File: src/rtl/accel_pkg.sv
// rtl/accel_pkg.sv - shared width default, scheduler state encoding and clog2 helper
package accel_pkg;

    localparam int DEF_WIDTH = 16;

    typedef enum logic [2:0] {
        S_IDLE  = 3'd0,
        S_CLEAR = 3'd1,
        S_SHIFT = 3'd2,
        S_DRAIN = 3'd3,
        S_DONE  = 3'd4
    } state_t;

    // Never returns less than 1 so it is always usable as a vector width
    function automatic int clog2(input int value);
        int r;
        r = 0;
        while ((1 << r) < value) r++;
        return (r < 1) ? 1 : r;
    endfunction

endpackage

File: src/rtl/rr_arbiter.sv
// rtl/rr_arbiter.sv - combinational round-robin arbiter, first request at or after ptr wins
module rr_arbiter #(
    parameter int N  = 4,
    parameter int PW = 2
) (
    input  logic [N-1:0]  req,
    input  logic [PW-1:0] ptr,
    output logic [N-1:0]  grant
);

    always_comb begin
        logic         found;
        int           j;
        logic [N-1:0] rot;
        grant = '0;
        found = 1'b0;
        j     = 0;
        rot   = '0;
        for (int i = 0; i < N; i++) begin
            j = i + int'(ptr);
            if (j >= N) j = j - N;
            rot = req >> j;
            if (!found && rot[0]) begin
                grant = N'(1) << j;
                found = 1'b1;
            end
        end
    end

endmodule

File: src/rtl/mult_sched.sv
// rtl/mult_sched.sv - shares one bit-serial multiplier among round-robin requesters
module mult_sched
    import accel_pkg::*;
#(
    parameter int WIDTH    = DEF_WIDTH,
    parameter int NUM_REQ  = 4,
    parameter int ID_W     = 2,
    parameter int MULT_LAT = 1
) (
    input  logic                     clk,
    input  logic                     reset,
    input  logic [NUM_REQ-1:0]       req_valid,
    input  logic [NUM_REQ*WIDTH-1:0] req_neuron,
    input  logic [NUM_REQ*WIDTH-1:0] req_weight,
    output logic [NUM_REQ-1:0]       req_ready,
    output logic                     res_valid,
    input  logic                     res_ready,
    output logic [WIDTH-1:0]         res_data,
    output logic [ID_W-1:0]          res_id,
    output logic                     busy,
    output logic                     mult_reset,
    output logic                     mult_enable,
    output logic [WIDTH-1:0]         mult_input,
    output logic                     mult_weight_bit,
    input  logic [WIDTH-1:0]         mult_out
);

    localparam int CNT_W   = 5;
    localparam int SEL_W   = clog2(WIDTH);
    localparam int DRAIN_W = clog2(MULT_LAT + 1);

    state_t               state;
    logic [ID_W-1:0]      ptr;
    logic [ID_W-1:0]      job_id;
    logic [ID_W-1:0]      gidx;
    logic [ID_W-1:0]      next_ptr;
    logic [NUM_REQ-1:0]   grant;
    logic [WIDTH-1:0]     weight_q;
    logic [WIDTH-1:0]     sel_neuron;
    logic [WIDTH-1:0]     sel_weight;
    logic [CNT_W-1:0]     bit_cnt;
    logic [SEL_W-1:0]     bit_sel_nxt;
    logic [DRAIN_W-1:0]   drain_cnt;
    logic                 can_grant;
    logic                 take;

    rr_arbiter #(.N(NUM_REQ), .PW(ID_W)) u_arb (
        .req   (req_valid),
        .ptr   (ptr),
        .grant (grant)
    );

    // A handshake in DONE frees the result buffer, so that cycle may grant like IDLE
    assign can_grant = !reset && ((state == S_IDLE) || (state == S_DONE && res_ready));
    assign take      = can_grant && (|req_valid);
    assign req_ready = take ? grant : '0;

    always_comb begin
        gidx       = '0;
        sel_neuron = '0;
        sel_weight = '0;
        for (int i = 0; i < NUM_REQ; i++) begin
            if (grant[i]) begin
                gidx       = ID_W'(i);
                sel_neuron = req_neuron[i*WIDTH +: WIDTH];
                sel_weight = req_weight[i*WIDTH +: WIDTH];
            end
        end
    end

    assign next_ptr    = (gidx == ID_W'(NUM_REQ - 1)) ? '0 : gidx + ID_W'(1);
    assign bit_sel_nxt = bit_cnt[SEL_W-1:0] + SEL_W'(1);

    always_ff @(posedge clk) begin
        if (reset) begin
            state           <= S_IDLE;
            ptr             <= '0;
            job_id          <= '0;
            weight_q        <= '0;
            bit_cnt         <= '0;
            drain_cnt       <= '0;
            res_valid       <= 1'b0;
            res_data        <= '0;
            res_id          <= '0;
            busy            <= 1'b0;
            mult_reset      <= 1'b0;
            mult_enable     <= 1'b0;
            mult_input      <= '0;
            mult_weight_bit <= 1'b0;
        end else if (take) begin
            state           <= S_CLEAR;
            ptr             <= next_ptr;
            job_id          <= gidx;
            weight_q        <= sel_weight;
            mult_input      <= sel_neuron;
            bit_cnt         <= '0;
            drain_cnt       <= '0;
            res_valid       <= 1'b0;
            busy            <= 1'b1;
            mult_reset      <= 1'b0;
            mult_enable     <= 1'b0;
            mult_weight_bit <= 1'b0;
        end else begin
            case (state)
                S_IDLE: begin
                    busy        <= 1'b0;
                    mult_reset  <= 1'b1;
                    mult_enable <= 1'b0;
                end
                S_CLEAR: begin
                    state           <= S_SHIFT;
                    mult_reset      <= 1'b1;
                    mult_enable     <= 1'b1;
                    mult_weight_bit <= weight_q[0];
                    bit_cnt         <= '0;
                end
                S_SHIFT: begin
                    if (bit_cnt == CNT_W'(WIDTH - 1)) begin
                        state           <= S_DRAIN;
                        mult_weight_bit <= 1'b0;
                        drain_cnt       <= '0;
                    end else begin
                        bit_cnt         <= bit_cnt + CNT_W'(1);
                        mult_weight_bit <= weight_q[bit_sel_nxt];
                    end
                end
                S_DRAIN: begin
                    if (drain_cnt == DRAIN_W'(MULT_LAT - 1)) begin
                        state       <= S_DONE;
                        res_valid   <= 1'b1;
                        res_data    <= mult_out;
                        res_id      <= job_id;
                        mult_enable <= 1'b0;
                    end else begin
                        drain_cnt <= drain_cnt + DRAIN_W'(1);
                    end
                end
                S_DONE: begin
                    if (res_ready) begin
                        state     <= S_IDLE;
                        res_valid <= 1'b0;
                        busy      <= 1'b0;
                    end
                end
                default: state <= S_IDLE;
            endcase
        end
    end

endmodule
File: config.mk
export PLATFORM = sky130hd
export DESIGN_NAME = mult_sched
export DESIGN_NICKNAME = d
export VERILOG_FILES = /design/src/rtl/accel_pkg.sv /design/src/rtl/rr_arbiter.sv /design/src/rtl/mult_sched.sv
export SDC_FILE = /design/constraint.sdc
export NUM_CORES = 1
export LEC_CHECK = 0
export CAP_MARGIN = 0
export CORE_MARGIN = 2
export CORE_UTILIZATION = 41
export CTS_BUF_LIST = sky130_fd_sc_hd__clkbuf_4 sky130_fd_sc_hd__clkbuf_8 sky130_fd_sc_hd__clkbuf_16
export CTS_CLUSTER_DIAMETER = 30
export DETAILED_ROUTE_END_ITERATION = 10
export GPL_TIMING_DRIVEN = 0
export MAX_ROUTING_LAYER = met4
export PLACE_DENSITY = 0.93
export REMOVE_ABC_BUFFERS = 1
export SLEW_MARGIN = 20
export SYNTH_ARGS = -nofsm -noshare
export SYNTH_HDL_FRONTEND = slang
export SYNTH_HIERARCHICAL = 1
export SYNTH_SLANG_ARGS = --single-unit
File: constraint.sdc
create_clock -name clk -period 3.7 [get_ports clk]
set_input_delay 0.555 -clock clk [delete_from_list [all_inputs] [get_ports clk]]
set_output_delay 0.555 -clock clk [all_outputs]
set_load 0.03 [all_outputs]
==> flow_summary.ini <==
[floorplanning]
start_util_pct = 41.98
die-height_um = 100.8
dieArea_sq_mm = 0.01016
core_sq_mm = 0.009153
io_pins = 194
rows = 35
die_w_um = 100.8

[clock_tree]
cts_tree = built
numCtsBuffers = 9
cts_hold_buf = 0
cts_sinks = 67
clk-insertion-delay-late_ps = 360
cts_buffer_depth = 2
root_buffer = clkbuf_8
htree_num_levels = 3
clk_pin_slew_ps = 80

[logic_synthesis]
ys.flop_type = dfxtp_1
yosysWarnings = 6
synthTopCellsByArea = dfxtp_1 35%, nand2_1 7.9%, a22o_1 7.7%
yosysTopAreaCell = dfxtp_1
synthCells = 461
synth_fa_ha_area_share_pct = 3.256
synth-xor-area-share_pct = 0.4559
synthMuxAreaShare_pct = 5.764
ys_async_sr_fraction_pct = 0
ys_seq_area_share_pct = 34.91
avgSynthCellArea_sq_um = 8.335
ys_types = 49
synth-edff-count = 0
netlist.area_leader.share_pct = 34.91
synth-compound-area-share_pct = 29.63
synth_top_family_by_area = compound AO/OA/AOI/OAI gates
ys_ff_latch = 67
synth-simple-area-share_pct = 20.06
synthesis.area_sq_mm = 0.003842

[pwr]
p_per_area_mw_per_mm2 = 855.8
ir_worst_vdd_uv = 437.0
leakagePower_nw = 2.297
p_total_mw = 5.309

[critical_path]
crit_path_start_kind = flip-flop
worstPathRequired_ps = 3140
end_kind = output pin
crit_fanout = 34
crit_arrival_ps = 3070
cp_slowest_cell = dfxtp_4
critPathMaxStageDelay_ps = 440
path_class = reg2out
crit_chain = inv_1 > ha_1 > mux4_2 > a21oi_4 > buf_4 > nand3_2 > nand3_4 > clkinv_8 > nor3_1 > buf_2

[flow_run]
cap_violations = 0

[sta]
slew_headroom_pct = 32.26
fin_crit_sh_pct = 97.92
hold_violations = 0
slew_viol_final = 0
setup_viol = 0
clock_skew_ps = 6.789
final.min_clock_period_ps = 3623
fmax_ghz = 0.2760
worst_pin_slew_ps = 1016

[grt]
track_usage_pct = 27.24
overflow = 0
grt_pass1_wl_mm = 21.08
antenna_found_initial = 0
grt_max_degree = 35
first_global_vias = 4399

[placed_design]
gp_congestion = 0.8510
port-buffer-count = 193
dpl_cell_area_sq_mm = 0.005792
dp.final_hpwl_mm = 9.079

[drt]
wl_mm = 13.63
wl_per_cell_um = 18.02
drtIter0Drc = 327
postRouteAntennaNets = 0
viasPerCell = 5.893
firstDrtPassIters = 6
num_vias = 4455
drc = 0

[min_path]
hp-class = reg2reg

[cells_and_area]
diodes = 0
finalInstanceArea_sq_mm = 0.006203
syn_to_final_growth_pct = 61.45
num-nets-final = 801
drive_gt1_share_pct = 10.70
fillerInstances = 675

[outcome]
outcome = finished, final reports clean
cells by family (layout without fill, tap and decap cells):
| kind of cell | after synthesis | in the layout |
|---|---|---|
| AOI/OAI and AO/OA | 148 | 148 |
| adders and majority gates | 10 | 10 |
| xor gates and xnor gates | 2 | 2 |
| buffers and inverters | 48 | 229 |
| and+or+nand+nor | 172 | 175 |
| muxes | 14 | 14 |
| DFF | 67 | 67 |
cell usage after synthesis, types with 6 or more instances:
cell      count
a21oi_1      29
a22o_1       34
nor2_1       48
o31ai_1      32
nand2_1      81
dfxtp_1      67
a221oi_1     32
buf_2        14
inv_1         6
ha_1         10
mux4_2        6
clkbuf_1     23
nand3_1       9
nand2b_1      7
where the power goes:
part / internal (mW) / switching (mW) / total (mW) / leakage, nW
registers: 0.945 / 0.168 / 1.11 / 0.549
clock network: 0.397 / 0.299 / 0.697 / 0.108
logic: 1.51 / 1.99 / 3.50 / 1.64
total: 2.85 / 2.46 / 5.31 / 2.30
worst max-delay path: cells and delay by family, from the launching register on:
kind	cells	cell delay (ps)
muxes	1	400
adders and majority gates	1	360
DFF	1	440
and+or+nand+nor	3	530
buffers and inverters	4	670
AOI/OAI and AO/OA	1	300
cell usage in the layout, fill, tap and decap left out, drive strengths merged, types with 5 or more instances in the layout:
master	count
nor2	52
a22o	34
nand2	82
a21oi	30
buf	15
dfxtp	67
a221oi	32
clkdlybuf4s50	188
nand3	11
inv	6
ha	10
o31ai	32
mux4	6
nand2b	7
mux2	5
clkbuf	10
nand4	5
metrics by stage:
step	util (%)	TNS (ps)	worst slack [ps]	hold WS [ps]	instances
4_1_cts	67.41	0	15.33	457.7	751
3_3_place_gp	62.41	-78920	-2624	438.6	724
2_1_floorplan	-	-19130	-1009	426.2	420
3_5_place_dp	63.28	-32500	-1831	444.8	726
5_1_grt	67.78	-6.134	-6.134	482.2	756
6_report	67.78	0	77.13	453.6	756
state kept, by name, indices dropped and copies added (netlist names):
signal and flops:
bit_cnt 5, busy 1, job_id 2, mult_enable 1
mult_input 16, mult_reset 1, mult_weight_bit 1, ptr 2
res_data 16, res_id 2, res_valid 1, state 3
weight_q 16
path summary, 6_finish.rpt:
| kind | cells past startpoint | slack, ps | start | end |
|---|---|---|---|---|
| setup reg to reg | 11 | 280 | ptr[0] | mult_input[9] |
| hold / removal | 2 | 450 | res_data[6] | res_data[6] |
| hold reg to reg | 2 | 450 | res_data[6] | res_data[6] |
| setup / recovery | 10 | 80 | ptr[0] | req_ready[2] |
repair_timing:
item | in CTS | in global routing
pin swaps | 5 | 4
gates cloned | 3 | 0
resized for setup | 22 | 4
buffers inserted | 6 | 5
endpoints found under the setup margin | 38 | 5
layout make-up:
type	count	area, sq um	area share, %
Multi-Input combinational cell	349	2389	38.50
Timing Repair Buffer	206	2062	33.24
Sequential cell	67	1349	21.74
Tap cell	111	138.9	2.239
Clock buffer	10	137.6	2.219
Clock inverter	6	88.84	1.432
Inverter	7	38.79	0.6253
routing by layer:
metal	global-route usage [%]	share of wire (%)	routed length (um)
met1	31.18	39	5378
met2	47.33	50	6874
met4	9.905	2.5	344
met5	-	0	0
met3	5.132	7.5	1028
No activity file was read; power rests on OpenSTA's default activity.
